===== config.mk =====
export PLATFORM = sky130hd
export DESIGN_NAME = universal_shift_reg
export DESIGN_NICKNAME = d
export VERILOG_FILES = /design/src/rtl/universal_shift_reg.sv
export SDC_FILE = /design/constraint.sdc
export NUM_CORES = 1
export LEC_CHECK = 0
export BUFFER_PORTS_ARGS = -buffer_cell sky130_fd_sc_hd__buf_4
export CORE_AREA = 2 2 56 58
export DETAILED_ROUTE_END_ITERATION = 10
export DIE_AREA = 0 0 58 60
export PLACE_DENSITY = 0.71
export SETUP_SLACK_MARGIN = 0.05
export SYNTH_ARGS = -nofsm -noshare
export SYNTH_HDL_FRONTEND = slang
export SYNTH_SLANG_ARGS = --single-unit

===== constraint.sdc =====
create_clock -name clk -period 2.2 [get_ports clk]
set_clock_uncertainty 0.2 [all_clocks]
set_input_delay 0.22 -clock clk [delete_from_list [all_inputs] [get_ports clk]]
set_output_delay 0.22 -clock clk [all_outputs]
set_load 0.01 [all_outputs]

===== src/rtl/universal_shift_reg.sv =====
// -----------------------------------------------------------------------------
// universal_shift_reg
//
// WIDTH-bit register with single-cycle parallel load and multi-step shifts
// (SHL, SHR, SAR, ROL, ROR) executed one bit per clock. A start/busy/done
// handshake lets a controller issue a shift-by-amt command and wait for it.
//
// Ports
//   clk    in   1      clock, rising edge
//   rst    in   1      asynchronous active-high reset
//   start  in   1      command strobe, sampled only while idle
//   op     in   3      0 LOAD, 1 SHL, 2 SHR, 3 SAR, 4 ROL, 5 ROR, 6-7 reserved
//   amt    in   CNT_W  number of single-bit steps (ignored for LOAD)
//   d      in   WIDTH  parallel load data
//   sin    in   1      serial fill bit for SHL/SHR, sampled every step
//   q      out  WIDTH  register contents
//   sout   out  1      last bit shifted out
//   busy   out  1      high while a multi-step command runs
//   done   out  1      one-cycle completion pulse
// -----------------------------------------------------------------------------

// Per-bit next-value selector built from 2:1 muxes:
//   direction mux (low neighbour vs high neighbour),
//   then shift-or-hold mux, then load-or-other mux.
module usr_bit_cell (
    input  logic i_cur,      // current value of this bit
    input  logic i_load_d,   // parallel load value
    input  logic i_from_lo,  // value arriving on a left shift
    input  logic i_from_hi,  // value arriving on a right shift
    input  logic i_sel_load,
    input  logic i_sel_left,
    input  logic i_sel_right,
    output logic o_nxt
);
    logic w_dir;
    logic w_shift_or_hold;

    assign w_dir           = i_sel_left ? i_from_lo : i_from_hi;
    assign w_shift_or_hold = (i_sel_left | i_sel_right) ? w_dir : i_cur;
    assign o_nxt           = i_sel_load ? i_load_d : w_shift_or_hold;
endmodule

module universal_shift_reg #(
    parameter int WIDTH = 8,
    parameter int CNT_W = 4
) (
    input  logic             clk,
    input  logic             rst,
    input  logic             start,
    input  logic [2:0]       op,
    input  logic [CNT_W-1:0] amt,
    input  logic [WIDTH-1:0] d,
    input  logic             sin,
    output logic [WIDTH-1:0] q,
    output logic             sout,
    output logic             busy,
    output logic             done
);
    localparam logic [2:0] OP_LOAD = 3'd0;
    localparam logic [2:0] OP_SHL  = 3'd1;
    localparam logic [2:0] OP_SHR  = 3'd2;
    localparam logic [2:0] OP_SAR  = 3'd3;
    localparam logic [2:0] OP_ROL  = 3'd4;
    localparam logic [2:0] OP_ROR  = 3'd5;

    localparam logic ST_IDLE  = 1'b0;
    localparam logic ST_SHIFT = 1'b1;

    logic             r_state;
    logic [2:0]       r_op;
    logic [CNT_W-1:0] r_cnt;
    logic [WIDTH-1:0] r_q;
    logic             r_sout;
    logic             r_busy;
    logic             r_done;

    logic             w_idle_start;
    logic             w_load;
    logic             w_step;
    logic             w_left;
    logic             w_right;
    logic             w_fill_l;   // enters bit 0 on a left step
    logic             w_fill_r;   // enters bit WIDTH-1 on a right step
    logic             w_out_bit;
    logic             w_is_shift_op;
    logic [WIDTH-1:0] w_from_lo;
    logic [WIDTH-1:0] w_from_hi;
    logic [WIDTH-1:0] w_q_nxt;

    assign w_idle_start  = (r_state == ST_IDLE) && start;
    assign w_load        = w_idle_start && (op == OP_LOAD);
    assign w_step        = (r_state == ST_SHIFT);
    assign w_is_shift_op = (op >= OP_SHL) && (op <= OP_ROR);

    // Direction comes from the latched op, so op changes while busy are inert.
    assign w_left  = w_step && ((r_op == OP_SHL) || (r_op == OP_ROL));
    assign w_right = w_step && ((r_op == OP_SHR) || (r_op == OP_SAR) ||
                                (r_op == OP_ROR));

    // ROL recirculates the MSB; SHL takes the live serial bit.
    assign w_fill_l = (r_op == OP_ROL) ? r_q[WIDTH-1] : sin;

    always_comb begin
        w_fill_r = sin;
        case (r_op)
            OP_SAR:  w_fill_r = r_q[WIDTH-1];
            OP_ROR:  w_fill_r = r_q[0];
            default: w_fill_r = sin;
        endcase
    end

    assign w_out_bit = w_left ? r_q[WIDTH-1] : r_q[0];

    // Neighbour wiring; the end bits receive the fill values.
    genvar gi;
    generate
        for (gi = 0; gi < WIDTH; gi++) begin : g_bit
            if (gi == 0) begin : g_lo_end
                assign w_from_lo[gi] = w_fill_l;
            end else begin : g_lo_mid
                assign w_from_lo[gi] = r_q[gi-1];
            end

            if (gi == WIDTH-1) begin : g_hi_end
                assign w_from_hi[gi] = w_fill_r;
            end else begin : g_hi_mid
                assign w_from_hi[gi] = r_q[gi+1];
            end

            usr_bit_cell u_cell (
                .i_cur       (r_q[gi]),
                .i_load_d    (d[gi]),
                .i_from_lo   (w_from_lo[gi]),
                .i_from_hi   (w_from_hi[gi]),
                .i_sel_load  (w_load),
                .i_sel_left  (w_left),
                .i_sel_right (w_right),
                .o_nxt       (w_q_nxt[gi])
            );
        end
    endgenerate

    always_ff @(posedge clk or posedge rst) begin
        if (rst) begin
            r_q <= '0;
        end else begin
            r_q <= w_q_nxt;
        end
    end

    always_ff @(posedge clk or posedge rst) begin
        if (rst) begin
            r_state <= ST_IDLE;
            r_op    <= OP_LOAD;
            r_cnt   <= '0;
            r_sout  <= 1'b0;
            r_busy  <= 1'b0;
            r_done  <= 1'b0;
        end else begin
            r_done <= 1'b0;
            case (r_state)
                ST_IDLE: begin
                    if (start) begin
                        // Only a shift with a nonzero count leaves IDLE;
                        // LOAD, amt=0 and reserved ops complete at once.
                        if (w_is_shift_op && (amt != '0)) begin
                            r_op    <= op;
                            r_cnt   <= amt;
                            r_busy  <= 1'b1;
                            r_state <= ST_SHIFT;
                        end else begin
                            r_done <= 1'b1;
                        end
                    end
                end
                default: begin
                    r_cnt  <= r_cnt - 1'b1;
                    r_sout <= w_out_bit;
                    if (r_cnt == CNT_W'(1)) begin
                        r_state <= ST_IDLE;
                        r_busy  <= 1'b0;
                        r_done  <= 1'b1;
                    end
                end
            endcase
        end
    end

    assign q    = r_q;
    assign sout = r_sout;
    assign busy = r_busy;
    assign done = r_done;
endmodule


==> results of run 1 <==
[final cells by class]
class,count,area [sq um]
Multi-Input combinational cell,107,729.5
Sequential cell,19,475.5
Clock buffer,3,22.52
Clock inverter,1,5.005
Fill cell,263,1236
Inverter,6,22.52
Timing Repair Buffer,45,370.4
Tap cell,33,41.29
[worst max-delay path by stage]
| stage | from | endpoint | cells after the start |
|---|---|---|---|
| final | op[0] | q[0] | 6 |
| after global routing | r_op[2] | q[4] | 4 |
| after CTS | op[0] | q[0] | 6 |
| after detailed placement | r_op[2] | q[1] | 4 |
| after global placement | r_op[2] | q[0] | 3 |
| after floorplan | r_op[0] | q[0] | 4 |
[registers in the layout (all words and copies together), names as in the netlist]
register  count
done          1
q             8
busy          1
r_state       1
r_cnt         4
sout          1
r_op          3
[worst max-delay path, cell delays in order]
cell	delay [ns]
sky130_fd_sc_hd__dlygate4sd3_1	0.54
sky130_fd_sc_hd__buf_4	0.14
sky130_fd_sc_hd__or3_1	0.51
sky130_fd_sc_hd__nor2b_4	0.39
sky130_fd_sc_hd__nand2_1	0.13
sky130_fd_sc_hd__o311ai_2	0.08
[power breakdown]
part / switching, mW / leakage (nW) / internal (mW)
Sequential: 0.294 / 0.218 / 0.528
Clock: 0.122 / 0.0177 / 0.0680
Combinational: 0.577 / 0.484 / 0.652
Total: 0.993 / 0.720 / 1.25
[layer usage]
metal / GRT usage / wire length, um
met3: 0.04978 / 133
met5: 0 / 0
met2: 0.3604 / 1588
met4: 0.08306 / 74
met1: 0.2327 / 1382
[cell usage in the layout (no fill, tap or decap), drive strengths merged, types with 3 or more instances in the layout]
cell type	Yosys	final
nand2b	3	3
buf	16	32
dlygate4sd3	0	13
nand3	4	4
o31ai	7	7
inv	6	6
nor3	4	4
dfrtp	19	19
nand4	4	4
nor2b	5	5
mux2	4	4
nand2	13	13
nor2	16	16
mux2i	3	3
a21oi	7	7
o21ai	6	6
a21boi	3	3
clkbuf	2	3
[metrics by stage]
| stage | hold slack (ns) | std cells |
|---|---|---|
| detailed placement | 0.1986 | 197 |
| floorplan | -0.02887 | 150 |
| finish | 0.01285 | 214 |
| global placement | 0.2055 | 197 |
| CTS | 0.01436 | 214 |
| global route | 0.03406 | 214 |
[cell families after synthesis]
logic type,after synthesis,share of synthesized area
XOR/XNOR,1,0.01195
flip-flops,19,0.3493
AO/OA/AOI/OAI,37,0.2086
AND/OR/NAND/NOR,59,0.2344
adder cells (fa/ha/maj),3,0.02573
buffers and inverters,24,0.1149
multiplexers,7,0.05515
==> run_results.csv, run 1 <==
group,metric,value,unit
run_status,outcome,"complete, no violations",
logic_synthesis,synth.ff_latch_count,19,
timing,grt_setup_unrepaired,"false",
global_route,grt_max_degree,23,
logic_synthesis,combined_area_of_all_synthesized_cells,1361,sq um
drt,drt_iter0_drc,36,
place,pre_cts_slack,0.3099,ns
cts,postCtsResizedCells,0,
place,post_dp_cell_area,1509,sq um
die,site_rows,20,
setup_path,reg2regPathDepth,4,
logic_synthesis,syn_nets,171,
global_route,first_global_vias,1239,
timing,period_minus_slack,1.987,ns
setup_path,critPathMaxFanout,16,
cts,postCtsSetupRepairBufs,0,
timing,max_slew_margin,0.5225,
die,floorplan.core_area,2903,sq um
setup_path,endpoint_kind,"register",
cts,clkSlewWorstSetupHoldPaths,0.12,ns
setup_path,crit_required,2.22,ns
timing,timing.final.crit_share,0.9034,
final_layout,final_stage_net_count,203,
logic_synthesis,synth_largest_type_area_fraction,0.3493,
final_layout,post_route_cells_drive_above_1_share,0.2707,
cts,cts_sinks,19,
die,initial_utilization,0.4690,
global_route,grt.overflow.total,0,
place,place.detailed.hpwl,2.245,mm
logic_synthesis,post_synth_edffs,0,
timing,timing_hold_violations_final,0,
logic_synthesis,ys_seq_area_frac,0.3493,
final_layout,post-route-util,0.5741,
setup_path,reg2reg_from,"r_op[2]",
drt,drcViolationCount,0,
timing,tightestPinTransition,0.7154,ns
drt,finalWirelength,3.178,mm
pwr,power.density_cell_area,1345,nW/um^2
cts,cts.root.buffer_cell,"sky130_fd_sc_hd__clkbuf_4",
final_layout,antenna_cells,0,
min_path,hold_path_class,"in2reg",
place,gp_congestion,0.8712,
timing,max_freq,503.2,MHz
min_path,hold_path_end,"r_cnt[3]",
drt,detailroute.via_count,1214,
logic_synthesis,mean_instance_size_in_the_synthesized_netlist,9.075,sq um
timing,setup_violations,0,
cts,htree_num_levels,1,
setup_path,setup.worst_path.start_class,"input port",
logic_synthesis,yosysWarnings,0,
logic_synthesis,netlist_top_cells_area,"sky130_fd_sc_hd__dfrtp_1, sky130_fd_sc_hd__buf_4, sky130_fd_sc_hd__nor2_1",
timing,max_slew_violations,0,
pwr,vdd_ir_drop_max,0.0007422,V
place,numPortBuffers,29,
final_layout,area_growth_syn_to_layout,22.43,%
logic_synthesis,synth_top_flop_cell,"sky130_fd_sc_hd__dfrtp_1",
drt,routedWlPerCell,14.85,um
global_route,grt_use_total,0.2027,
pwr,report.power.total,2.242,mW
timing,fin_setup_tns,0,ns
logic_synthesis,yosys.cell_count.top_type,"sky130_fd_sc_hd__dfrtp_1",
die,ios,30,
die,horiz_die_dim,58,um
cts,cts_buffer_depth,2,
pwr,total_leakage_power,0.7200,nW
logic_synthesis,synthDominantAreaCellType,"sky130_fd_sc_hd__dfrtp_1",
flow_run,maxCapViolCount,0,
drt,detail_route.vias_per_cell,5.673,
setup_path,class_of_the_most_critical_setup_path,"in2reg",
logic_synthesis,synth.cells.most_frequent,"sky130_fd_sc_hd__dfrtp_1, sky130_fd_sc_hd__nor2_1, sky130_fd_sc_hd__nand2_1",
min_path,timing.hold.worst_path_depth,3,
die,die_ar,3480,sq um
global_route,grt_first_pass_wirelength,5.395,mm
min_path,hold_start,"amt[3]",
cts,cts-hold-fix-buffers,13,
drt,drt_first_pass_iters,4,
die,floorplan.die.height,60,um
logic_synthesis,synth_cell_types,49,
setup_path,r2r_slack,0.28,ns
cts,cts_inserted_buffers,3,
drt,drtAntennaViolNets,0,
logic_synthesis,asyncSetResetFlopFracSynth,1.000,
timing,setup_slack,0.2125,ns
final_layout,finish.instance_area,1667,sq um
setup_path,r2r-end,"q[1]",
global_route,antenna_found_initial,0,
logic_synthesis,post_synth_inst_count,150,
cts,tritoncts,"built",
setup_path,data_arrival_time_of_the_critical_path,2.01,ns
cts,worstSkewPairLatency,0.31,ns
(Power assumes the default switching activity.)
==> run 2: changes to the inputs <==
--- a/config.mk
+++ b/config.mk
@@ -6,10 +6,12 @@
 export NUM_CORES = 1
 export LEC_CHECK = 0
 export BUFFER_PORTS_ARGS = -buffer_cell sky130_fd_sc_hd__buf_4
-export CORE_AREA = 2 2 56 58
+export CELL_PAD_IN_SITES_DETAIL_PLACEMENT = 0
+export CELL_PAD_IN_SITES_GLOBAL_PLACEMENT = 2
+export CORE_AREA = 2 2 69 71
 export DETAILED_ROUTE_END_ITERATION = 10
-export DIE_AREA = 0 0 58 60
-export PLACE_DENSITY = 0.71
+export DIE_AREA = 0 0 71 73
+export PLACE_DENSITY_LB_ADDON = 0.1
 export SETUP_SLACK_MARGIN = 0.05
 export SYNTH_ARGS = -nofsm -noshare
 export SYNTH_HDL_FRONTEND = slang
==> run_results.csv, run 2 (synthesis results as in run 1) <==
group,metric,value,unit
cts,cts_sinks,19,
final_layout,flip_flop_count_of_the_largest_register_after_layout,8,
timing,max_slew_violations,0,
pwr,vdd_ir_drop_max,0.0003757,V
pwr,internal_power,1.312,mW
global_route,grt.overflow.total,0,
final_layout,seq_area,476.7,sq um
die,die_ar,5183,sq um
final_layout,final_stage_net_count,203,
setup_path,delay_of_the_slowest_cell_on_the_worst_path,0.54,ns
pwr,sw_frac_of_total,0.4332,
pwr,p_comb_frac,0.530,
pwr,total_leakage_power,0.7272,nW
setup_path,setup.worst_path.start_class,"input port",
setup_path,worstPathBufferInverterCount,2,
cts,cts.root.buffer_cell,"sky130_fd_sc_hd__clkbuf_8",
cts,cts_buffer_depth,2,
timing,timing_hold_violations_final,0,
setup_path,crit_required,2.15,ns
pwr,power.density_cell_area,1343,nW/um^2
timing,tightestPinTransition,0.5124,ns
die,ios,30,
global_route,grt_first_pass_wirelength,5.899,mm
setup_path,endpoint_kind,"register",
timing,max_slew_margin,0.6541,
die,site_rows,25,
run_status,outcome,"complete, no violations",
final_layout,commonest_non_fill_non_tap_cell_in_the_layout,"sky130_fd_sc_hd__buf_4",
drt,drcViolationCount,0,
global_route,grt_use_total,0.1451,
setup_path,crit_path_cell_trace,"dlygate4sd3_1, buf_4, or3_1, nand4_2, mux2_2",
setup_path,data_arrival_time_of_the_critical_path,2.02,ns
setup_path,class_of_the_most_critical_setup_path,"in2reg",
setup_path,critPathMaxFanout,7,
pwr,power.sequential.fraction,0.354,
timing,timing.final.crit_share,0.9380,
timing,max_freq,484.6,MHz
final_layout,post-route-util,0.3799,
die,initial_utilization,0.3001,
timing,grt_setup_unrepaired,"false",
timing,period_minus_slack,2.064,ns
final_layout,fillers,442,
final_layout,multiInputGateArea,729.5,sq um
pwr,p_sw,1.002,mW
global_route,antenna_found_initial,0,
place,place.detailed.hpwl,2.504,mm
cts,worstSkewPairLatency,0.26,ns
setup_path,cpMaxStageDelayCell,"sky130_fd_sc_hd__dlygate4sd3_1",
pwr,power.share.clock,0.116,
setup_path,crit_family,"simple AND/OR/NAND/NOR gates",
drt,routedWlPerCell,14.90,um
drt,drt_first_pass_iters,4,
setup_path,setup.worst_path.start,"op[0]",
cts,cts_inserted_buffers,3,
global_route,grt_max_degree,23,
timing,setup_violations,0,
die,floorplan.core_area,4536,sq um
drt,finalWirelength,3.501,mm
place,gp_congestion,0.7405,
global_route,first_global_vias,1222,
timing,fin_setup_tns,0,ns
drt,detailroute.via_count,1161,
min_path,hold_path_class,"in2reg",
final_layout,antenna_cells,0,
die,floorplan.die.height,73,um
die,horiz_die_dim,71,um
cts,clkSlewWorstSetupHoldPaths,0.09,ns
final_layout,layout.cells.most_common_list,"sky130_fd_sc_hd__buf_4, sky130_fd_sc_hd__dfrtp_1, sky130_fd_sc_hd__nor2_1, sky130_fd_sc_hd__nand2_1, sky130_fd_sc_hd__dlygate4sd3_1",
setup_path,r2r_slack,0.31,ns
final_layout,area_growth_syn_to_layout,26.56,%
cts,htree_num_levels,1,
final_layout,post_route_cells_drive_above_1_share,0.2873,
flow_run,maxCapViolCount,0,
setup_path,reg2reg_from,"r_op[1]",
drt,drtAntennaViolNets,0,
cts,tritoncts,"built",
drt,detail_route.vias_per_cell,4.940,
drt,drt_iter0_drc,61,
min_path,hold_start,"op[2]",
place,numPortBuffers,29,
## run 2: path summary, 6_finish.rpt
path / end / cells past startpoint
max: r_op[2] / 5
max reg2reg: q[0] / 3
min: r_op[2] / 2
min reg2reg: r_cnt[3] / 1
min in group asynchronous: r_cnt[0] / 4
max in group asynchronous: r_op[2] / 4
## run 2: cell type report
class	instances	share of cell area
clock buffers	3	0.02397
clock inverters	1	0.004357
inverters	6	0.01307
multi-input cells	107	0.4234
flip-flops and latches	19	0.2767
well taps	54	0.03922
repair buffers	45	0.2193
## run 2: timing repair
item	in CTS	in global routing
endpoints found under the hold margin	29	0
gates resized for setup	0	1
hold buffers	11	0
setup buffers	0	1
setup endpoints to repair	0	8
## run 2: per-stage QoR
step           area [sq um]  worst slack [ns]  power, mW  instances  hold slack, ns
2_1_floorplan          1361            0.6248      1.753        150        -0.02887
4_1_cts                1702            0.1185      2.350        234         0.01292
5_1_grt                1723           0.09297      2.527        235         0.01156
3_3_place_gp           1543            0.2975      2.035        219         0.07406
6_report               1723            0.1363      2.314        235         0.02048
3_5_place_dp           1543            0.2307      2.057        219         0.08282
## run 2: power by group through the flow
| stage | clock network [mW] | registers, mW | logic (mW) |
|---|---|---|---|
| after CTS | 0.281 | 0.824 | 1.25 |
| after floorplan | 0 | 0.683 | 1.07 |
| after global routing | 0.290 | 0.864 | 1.37 |
| final | 0.268 | 0.820 | 1.23 |
| after detailed placement | 0 | 0.830 | 1.23 |
| after global placement | 0 | 0.827 | 1.21 |
## run 2: layer usage
layer	wire [um]	track usage	part of all wire	up-vias
met5	0	0	0	-
met4	15	0.02516	0.0043	0
met3	107	0.03039	0.031	2
met2	1756	0.2658	0.50	16
met1	1621	0.1779	0.46	549
li1	-	-	-	594
==> run 3: changes to the inputs <==
--- a/config.mk
+++ b/config.mk
@@ -11,8 +11,10 @@
 export CORE_AREA = 2 2 69 71
 export DETAILED_ROUTE_END_ITERATION = 10
 export DIE_AREA = 0 0 71 73
+export MAX_ROUTING_LAYER = met4
 export PLACE_DENSITY_LB_ADDON = 0.1
 export SETUP_SLACK_MARGIN = 0.05
+export SLEW_MARGIN = 20
 export SYNTH_ARGS = -nofsm -noshare
 export SYNTH_HDL_FRONTEND = slang
 export SYNTH_SLANG_ARGS = --single-unit
==> run_results.csv, run 3 (synthesis results as in run 1) <==
group,metric,value,unit
drt,drt_first_pass_iters,4,
run_status,outcome,"complete, no violations",
drt,drt_iter0_drc,56,
setup_path,critPathMaxFanout,7,
min_path,hold_path_class,"in2reg",
final_layout,stdcell_count,235,
timing,worst_hold_slack,0.01923,ns
die,ios,30,
min_path,hold_start,"op[2]",
cts,cts.root.buffer_cell,"sky130_fd_sc_hd__clkbuf_8",
final_layout,area_growth_syn_to_layout,26.56,%
drt,drcViolationCount,0,
pwr,vdd_ir_drop_max,0.0003756,V
place,place.detailed.hpwl,2.504,mm
final_layout,post_route_cells_drive_above_1_share,0.2873,
setup_path,reg2reg_from,"r_op[1]",
global_route,antenna_found_initial,0,
timing,fin_setup_tns,0,ns
drt,detailroute.via_count,1158,
final_layout,layout.cells.most_common_list,"sky130_fd_sc_hd__buf_4, sky130_fd_sc_hd__dfrtp_1, sky130_fd_sc_hd__nor2_1, sky130_fd_sc_hd__nand2_1, sky130_fd_sc_hd__dlygate4sd3_1",
timing,grt_setup_unrepaired,"false",
timing,max_slew_margin,0.6541,
final_layout,final_stage_net_count,203,
place,pre_cts_slack,0.2307,ns
cts,cts_buffer_depth,2,
drt,drtAntennaViolNets,0,
pwr,internal_power,1.312,mW
cts,htree_num_levels,1,
global_route,grt_use_total,0.1494,
cts,cts_sinks,19,
setup_path,class_of_the_most_critical_setup_path,"in2reg",
timing,timing_hold_violations_final,0,
timing,max_freq,484.9,MHz
setup_path,r2r_slack,0.31,ns
final_layout,flip_flop_count_of_the_largest_register_after_layout,8,
pwr,p_sw,1.001,mW
timing,setup_violations,0,
cts,worstSkewPairLatency,0.26,ns
drt,finalWirelength,3.490,mm
setup_path,delay_of_the_slowest_cell_on_the_worst_path,0.54,ns
final_layout,commonest_non_fill_non_tap_cell_in_the_layout,"sky130_fd_sc_hd__buf_4",
setup_path,crit_required,2.15,ns
global_route,first_global_vias,1220,
min_path,timing.hold.worst_path_depth,2,
drt,routedWlPerCell,14.85,um
timing,setup_slack,0.1379,ns
die,site_rows,25,
pwr,total_leakage_power,0.7272,nW
timing,max_slew_violations,0,
pwr,sw_frac_of_total,0.4329,
pwr,p_comb_frac,0.530,
global_route,grt_first_pass_wirelength,5.906,mm
setup_path,r2r-end,"q[0]",
timing,period_minus_slack,2.062,ns
pwr,power.share.clock,0.116,
cts,tritoncts,"built",
timing,tightestPinTransition,0.5124,ns
setup_path,reg2regPathDepth,3,
setup_path,data_arrival_time_of_the_critical_path,2.02,ns
die,floorplan.core_area,4536,sq um
timing,timing.final.crit_share,0.9373,
die,die_ar,5183,sq um
die,initial_utilization,0.3001,
cts,clkSlewWorstSetupHoldPaths,0.09,ns
setup_path,endpoint_kind,"register",
die,horiz_die_dim,71,um
drt,detail_route.vias_per_cell,4.928,
global_route,grt_max_degree,23,
cts,cts_inserted_buffers,3,
place,gp_congestion,0.7498,
final_layout,antenna_cells,0,
min_path,hold_path_end,"r_op[2]",
die,floorplan.die.height,73,um
place,numPortBuffers,29,
flow_run,maxCapViolCount,0,
pwr,power.density_cell_area,1343,nW/um^2
setup_path,cpMaxStageDelayCell,"sky130_fd_sc_hd__dlygate4sd3_1",
setup_path,crit_path_cell_trace,"dlygate4sd3_1, buf_4, or3_1, nand4_2, mux2_2",
global_route,grt.overflow.total,0,
place,dp.cells,219,
setup_path,setup.worst_path.start_class,"input port",
pwr,power.sequential.fraction,0.354,
## run 3: cell counts in the layout (fill, tap and decap cells not counted)
No cell type changed its count.
## run 3: power groups by stage
stage                     clock [mW]  combinational [mW]  sequential [mW]
after floorplan                    0                1.07            0.683
after global placement             0                1.21            0.827
after detailed placement           0                1.23            0.830
after CTS                      0.281                1.25            0.824
after global routing           0.290                1.37            0.864
final                          0.268                1.23            0.819
## run 3: critical path, delay by kind of cell
kind / cells / cell delay, ns
buffers and inverters: 2 / 0.67
multiplexers: 1 / 0.36
AND/OR/NAND/NOR: 2 / 0.76
## run 3: layer usage
layer,global-route usage,up-vias,routed length [um]
met3,0.02901,2,95
met4,0.02516,0,17
met1,0.1787,549,1625
met5,-,-,0
met2,0.2658,16,1751
li1,-,591,-
## run 3: what timing repair did
item / 4_1_cts / 5_1_grt
buffers inserted: 0 / 1
setup endpoints to repair: 0 / 8
gates resized for setup: 0 / 1
hold buffers: 11 / 0
endpoints found under the hold margin: 29 / 0
## run 3: stage by stage
stage | area (sq um) | util | total power, mW
final | 1723 | 0.3799 | 2.313
after global routing | 1723 | 0.3799 | 2.527
after CTS | 1702 | 0.3752 | 2.350
after detailed placement | 1543 | 0.3401 | 2.057
after global placement | 1543 | 0.3401 | 2.035
after floorplan | 1361 | - | 1.753
## run 3: how the worst max path moves through the flow
stage	slack (ns)	endpoint	startpoint	cells past startpoint
after global placement	0.30	q[2]	r_op[2]	4
final	0.14	r_op[2]	op[0]	5
after global routing	0.09	r_op[0]	op[0]	5
after floorplan	0.62	q[0]	r_op[0]	4
after CTS	0.12	q[0]	op[0]	6
after detailed placement	0.23	q[2]	r_op[2]	4
## run 3: area by class of cell
cell class                      count  area (sq um)
Fill cell                         442          2813
Multi-Input combinational cell    107         729.5
Sequential cell                    19         476.7
Timing Repair Buffer               45         377.9
Tap cell                           54         67.56
Clock buffer                        3         41.29
Inverter                            6         22.52
Clock inverter                      1         7.507
